**config.mk**
```make
export PLATFORM = sky130hd
export DESIGN_NAME = fetch_queue
export DESIGN_NICKNAME = d
export VERILOG_FILES = /design/src/rtl/fetch_queue.sv
export SDC_FILE = /design/constraint.sdc
export NUM_CORES = 1
export LEC_CHECK = 0
export ABC_AREA = 1
export BUFFER_PORTS_ARGS = -buffer_cell sky130_fd_sc_hd__buf_2
export CAP_MARGIN = 20
export CORE_MARGIN = 10
export CORE_UTILIZATION = 53
export CTS_BUF_LIST = sky130_fd_sc_hd__clkbuf_8
export CTS_CLUSTER_SIZE = 10
export DETAILED_ROUTE_END_ITERATION = 8
export GPL_ROUTABILITY_DRIVEN = 1
export PLACE_DENSITY = 0.8
export SLEW_MARGIN = 10
export SYNTH_ARGS = -nofsm -noshare
export SYNTH_HDL_FRONTEND = slang
export SYNTH_SLANG_ARGS = --single-unit
```
**constraint.sdc**
```tcl
create_clock -name clk -period 4.9 [get_ports clk]
set_input_delay 0.98 -clock clk [delete_from_list [all_inputs] [get_ports clk]]
set_output_delay 0.98 -clock clk [all_outputs]
set_load 0.02 [all_outputs]
```
**src/rtl/fetch_queue.sv**
```systemverilog
// ----------------------------------------------------------------------------
// fetch_queue: in-order {pc, instruction} buffer between fetch and decode,
//              with a flush that discards every buffered entry.
// Revision: 1.0
// ----------------------------------------------------------------------------
`default_nettype none

module fetch_queue #(
  parameter int DEPTH  = 2,
  parameter int PC_W   = 30,
  parameter int DATA_W = 32
) (
  input  logic                         clk,
  input  logic                         reset,
  input  logic                         in_valid,
  output logic                         in_ready,
  input  logic [DATA_W-1:0]            in_instr,
  input  logic [PC_W-1:0]              in_pc,
  input  logic                         flush,
  output logic                         out_valid,
  input  logic                         out_ready,
  output logic [DATA_W-1:0]            out_instr,
  output logic [PC_W-1:0]              out_pc,
  output logic [5:0]                   out_opcode,
  output logic [15:0]                  out_imm16,
  output logic [25:0]                  out_addr26,
  output logic [$clog2(DEPTH+1)-1:0]   count
);

  localparam int                PTR_W    = $clog2(DEPTH);
  localparam int                CNT_W    = $clog2(DEPTH+1);
  localparam logic [CNT_W-1:0]  FULL_CNT = CNT_W'(DEPTH);

  logic [DATA_W-1:0] instr_mem_q [DEPTH];
  logic [DATA_W-1:0] instr_mem_d [DEPTH];
  logic [PC_W-1:0]   pc_mem_q    [DEPTH];
  logic [PC_W-1:0]   pc_mem_d    [DEPTH];
  logic [PTR_W-1:0]  rd_ptr_q, rd_ptr_d;
  logic [PTR_W-1:0]  wr_ptr_q, wr_ptr_d;
  logic [CNT_W-1:0]  count_q,  count_d;

  logic push;
  logic pop;

  // in_ready depends only on registered count, so a pop never frees a slot in the same cycle
  assign in_ready  = (count_q < FULL_CNT);
  assign out_valid = (count_q != '0);
  assign push      = in_valid & in_ready;
  assign pop       = out_valid & out_ready;

  assign out_instr  = instr_mem_q[rd_ptr_q];
  assign out_pc     = pc_mem_q[rd_ptr_q];
  assign out_opcode = out_instr[31:26];
  assign out_imm16  = out_instr[15:0];
  assign out_addr26 = out_instr[25:0];
  assign count      = count_q;

  always_comb begin
    instr_mem_d = instr_mem_q;
    pc_mem_d    = pc_mem_q;
    rd_ptr_d    = rd_ptr_q;
    wr_ptr_d    = wr_ptr_q;
    count_d     = count_q;

    if (flush) begin
      rd_ptr_d = '0;
      wr_ptr_d = '0;
      count_d  = '0;
    end else begin
      if (push) begin
        instr_mem_d[wr_ptr_q] = in_instr;
        pc_mem_d[wr_ptr_q]    = in_pc;
        // DEPTH is a power of two, so natural overflow wraps DEPTH-1 to 0
        wr_ptr_d              = wr_ptr_q + PTR_W'(1);
      end
      if (pop) begin
        rd_ptr_d = rd_ptr_q + PTR_W'(1);
      end
      case ({push, pop})
        2'b10:   count_d = count_q + CNT_W'(1);
        2'b01:   count_d = count_q - CNT_W'(1);
        default: count_d = count_q;
      endcase
    end
  end

  always_ff @(posedge clk or posedge reset) begin
    if (reset) begin
      for (int i = 0; i < DEPTH; i++) begin
        instr_mem_q[i] <= '0;
        pc_mem_q[i]    <= '0;
      end
      rd_ptr_q <= '0;
      wr_ptr_q <= '0;
      count_q  <= '0;
    end else begin
      instr_mem_q <= instr_mem_d;
      pc_mem_q    <= pc_mem_d;
      rd_ptr_q    <= rd_ptr_d;
      wr_ptr_q    <= wr_ptr_d;
      count_q     <= count_d;
    end
  end

endmodule

`default_nettype wire

```
======== Yosys cells after proc, flatten, opt, wreduce, memory -nomap -nowiden ========
Cells that the tools add are included.
storage, ports and cells
  output and inout bits ................... 114
  bits of input ports ..................... 67
  logic and storage cells ................. 46
  register bits after elaboration ......... 128
cells by class
  add/subtract/negate cells ............... 4
  multiplexer cells ....................... 18
  order comparisons ....................... 4
  bitwise operators ....................... 5
  equality and inequality tests ........... 2
  reductions and logical operators ........ 6
operators by type and width
  operator             number
  $mux 32              4
  $mux 30              4
  $bwmux 64            1
  $bwmux 60            1
  $demux 32 s1         1
  $demux 30 s1         1
  $reduce_bool 2->1    3
  $ge 2x2->1 const B   2
  $mux 1               4
  $not 1->2            2
  $pmux 2 s2           1
  $reduce_bool 3->1    1
  $add 1x1->1 const B  2
  $add 2x1->2 const B  1
  $and 1x1->1          2
  $eq 2x1->1 const B   1
  $eq 2x2->1 const B   1
  $lt 2x1->1 const B   1
  $lt 2x2->1 const B   1
  $mux 2               1
  $reduce_and 2->1     1
  $sub 2x1->2 const B  1
  $logic_and 1x1->1    1
  $not 1->1            1

======== Longest topological paths before layout ========
  depth in word-level cells ............... 6
  mapped depth ............................ 8
  depth with buffers taken out ............ 7

======== Worst setup path before layout ========
No wires, ideal clock.
  kind .................................... register to output
  from .................................... reg rd_ptr_q
  to ...................................... out out_imm16[0]
  arrival ................................. 1.321 ns
  setup slack ............................. 2.599 ns
  cell stages (with the launch flop) ...... 7
  buffers on the path ..................... 3
  cells stage by stage .................... dfrtp_1 -> buf_2 -> inv_2 -> clkbuf_1 -> nand2_1 -> nand2_1 -> buf_4
on the way
  word-level cells in the longest chain between the ends .. 4
RTL lines
  element                                     RTL line  source
  start, declared                             38        logic [PTR_W-1:0] rd_ptr_q, rd_ptr_d;
  start signal, assigned                      99        rd_ptr_q <= rd_ptr_d;
  $not 1->2 (not written as such)             51        assign out_instr = instr_mem_q[rd_ptr_q];
  $mux 32 (not written as such) (3 in a row)  51
  end, declared                               25        output logic [15:0] out_imm16,
Every way passes these cells. The select of a mux whose other input is x is not followed.

======== Worst setup path in the final report ========
  from .................................... reg rd_ptr_q
  to ...................................... out out_addr26[5]
on the way
  word-level cells in the longest chain between the ends .. 4
RTL lines
  element                                     RTL line  source
  $not 1->2 (not written as such)             51
  $mux 32 (not written as such) (3 in a row)  51
  end, declared                               26        output logic [25:0] out_addr26,
Every way passes these cells. The select of a mux whose other input is x is not followed.

==> flow_summary_export.csv <==
group,metric,value,unit
setup_path,crit_chain,"inv_2 > buf_4 > nand2_1 > nand2_1 > buf_2",
sta,finalHoldViolCount,0,
finish,multi_input_area,1930,µm²
grt,grt_pass1_wl,22800,µm
floorplan,die_y,126,µm
pwr,p_leak,4.07,nW
floorplan,die_x,126,µm
synth,synth_nets,810,
placed_design,post_dp_cell_area,6540,µm²
drt,drtIter0Drc,381,
cts,holdBufCountCts,0,
synth,yosysSeqAreaShare,53.3,%
synth,yosysWarnings,0,
finish,drive_gt1_share,26.1,%
floorplan,core-area,11000,µm²
drt,ant_nets,0,
setup_path,start_kind,"register",
placed_design,place.gp.congestion,0.754,
floorplan,die_area,16000,µm²
finish,nFillCells,964,
pwr,powerDensity,577,nW/µm²
pwr,p_total,0.00404,W
pwr,irDropWorstVdd,0.000305,V
sta,final-setup-viol-count,0,
setup_path,critPathKind,"reg2out",
setup_path,critPathMaxStageDelay,570,ps
drt,via_count,4816,
synth,syn_inst,743,
cts,htreeDepth,4,
cts,post-cts-setup-buffers,0,
grt,grt_pass1_vias,4812,
finish,finalNonFillerCells,1012,
setup_path,cp_common_cell,"nand2_1",
sta,fin_crit_sh,59.0,%
grt,grt_max_degree,74,
placed_design,port-buffer-count,180,
grt,grt_use_total,16.9,%
grt,antenna_found_initial,0,
drt,totalWireLength,13500,µm
cts,worst_skew_pair.late_latency,410,ps
setup_path,crit_fanout,64,
drt,viasPerCell,4.76,
setup_path,critPathSlowestCell,"buf_4",
finish,antenna_cells,0,
drt,drc,0,
setup_path,cp.arrival,1910,ps
cts,cts_buffer_depth,2,
grt,overflow,0,
cts,cts-resized-gates,0,
placed_design,dp.cells,981,
floorplan,ios,181,
finish,area_delta_synth_final,16.6,%
cts,clockRootBuffer,"clkbuf_8",
synth,avgSynthCellArea,8.08,µm²
setup_path,crit_path_end_kind,"primary output",
worst_hold_path,hold_path.class,"reg2reg",
sta,period_minus_slack,2890,ps
run_status,status,"finished, final reports clean",
synth,ys_types,21,
setup_path,cpLargestDelayFamily,"buffers and inverters",
sta,finalSetupTns,0,ps
cts,cts_inserted_buffers,17,
sta,worst-slew-pin-transition,880,ps
floorplan,placementRows,38,
finish,nNetsFinal,927,
sta,fin_worst_skew,7.22,ps
sta,max_clock_freq,0.346,GHz
cts,cts_sinks,128,
synth,ys_seq_elements,128,
finish,regArea,3200,µm²
drt,wire_per_inst,13.4,µm
sta,drv_slew,0,
finish,final_core_util,63.8,%
sta,rsz0062_at_grt,"no",
cts,clk_pin_slew,70,ps
drt,first_pass_iters,5,
floorplan,initial_utilization,54.7,%
synth,synth.cell_area,6010,µm²
setup_path,required,3920,ps
cts,tritoncts,"done",
finish,final_area,7010,µm²
setup_path,path_buf_inv,3,
flow_run,cap_violations,0,
sta,slew-limit-headroom,41.4,%
placed_design,dpl.hpwl,9220,µm
state kept, by name, summed over array words and instances (netlist names):
signal and flops:
count 2, instr_mem_q 64, pc_mem_q 60, rd_ptr_q 1
wr_ptr_q 1
worst paths after layout:
path                                 start         endpoint  slack, ps  cells after the start
max                               rd_ptr_q    out_addr26[5]       2010                      5
min                        instr_mem_q[61]  instr_mem_q[61]        490                      2
max reg2reg                       count[1]     pc_mem_q[41]       2810                      7
min reg2reg                instr_mem_q[61]  instr_mem_q[61]        490                      2
max in group asynchronous            reset   instr_mem_q[8]       3370                      3
min in group asynchronous            reset     pc_mem_q[58]        740                      2
cell usage after synthesis:
cell type  instances  share of area (%)
inv_1             66                4.1
inv_2              2               0.13
buf_4             48                6.0
nand4_1            2               0.21
nand2_1          320                 20
nand3_1            3               0.25
buf_6             13                2.4
o21ai_2            3               0.44
o21ai_0           41                3.4
nor2_2             1               0.10
dfrtp_1          128                 53
nand3_4            1               0.29
inv_4              1               0.10
a21oi_1            1              0.083
buf_1              1              0.062
clkbuf_1          21                1.3
buf_2              3               0.25
nor2_1             3               0.19
clkbuf_2           1              0.083
o21ai_1           82                6.8
nand2_4            2               0.37
power breakdown:
| group | switching (W) | internal [W] |
|---|---|---|
| sequential | 0.000176 | 0.00140 |
| combinational | 0.000952 | 0.000467 |
| clock | 0.000412 | 0.000636 |
final cells by class:
class	count	area share [%]
Clock inverter	12	2.93
Sequential cell	128	45.7
Clock buffer	19	3.73
Tap cell	140	2.50
Timing Repair Buffer	185	13.7
Multi-Input combinational cell	459	27.6
Inverter	69	3.77
cell usage in the layout (no fill, tap or decap):
cell	instances
a21oi_1	1
buf_12	2
buf_2	180
buf_4	3
bufinv_16	5
clkbuf_8	19
clkinv_2	1
clkinv_4	1
clkinvlp_4	2
dfrtp_1	127
dfrtp_2	1
inv_1	65
inv_2	2
inv_4	2
inv_6	3
nand2_1	320
nand2_4	2
nand3_1	3
nand3_4	1
nand4_1	2
nor2_1	3
nor2_2	1
o21ai_0	41
o21ai_1	82
o21ai_2	3
cells by family after synthesis:
kind of cell	synth area share (%)
AOI/OAI and AO/OA	10.8
buffers and inverters	14.5
DFF	53.3
and+or+nand+nor	21.4
stage by stage:
| stage | setup slack (ps) | hold WS, ps |
|---|---|---|
| 3_5_place_dp | 2170 | 469 |
| 6_report | 2010 | 486 |
| 4_1_cts | 1960 | 488 |
| 5_1_grt | 1850 | 510 |
| 3_3_place_gp | 2220 | 465 |
| 2_1_floorplan | 507 | 453 |
per-layer routing:
layer  up-vias  track usage [%]  part of all wire (%)
met3         4             6.08                   7.4
met1      2220             20.1                    42
met2       123             28.2                    51
met4         0             4.82                  0.34
li1       2469                -                     -
met5         -                0                     0
worst reg2reg max path, cell delays in order (launching register included):
cell,delay [ps]
dfrtp_1,420
inv_2,110
nand2_4,80
inv_4,80
nand3_4,460
buf_4,560
nand2_1,170
o21ai_1,70
Power figures use the tool's default switching activity.
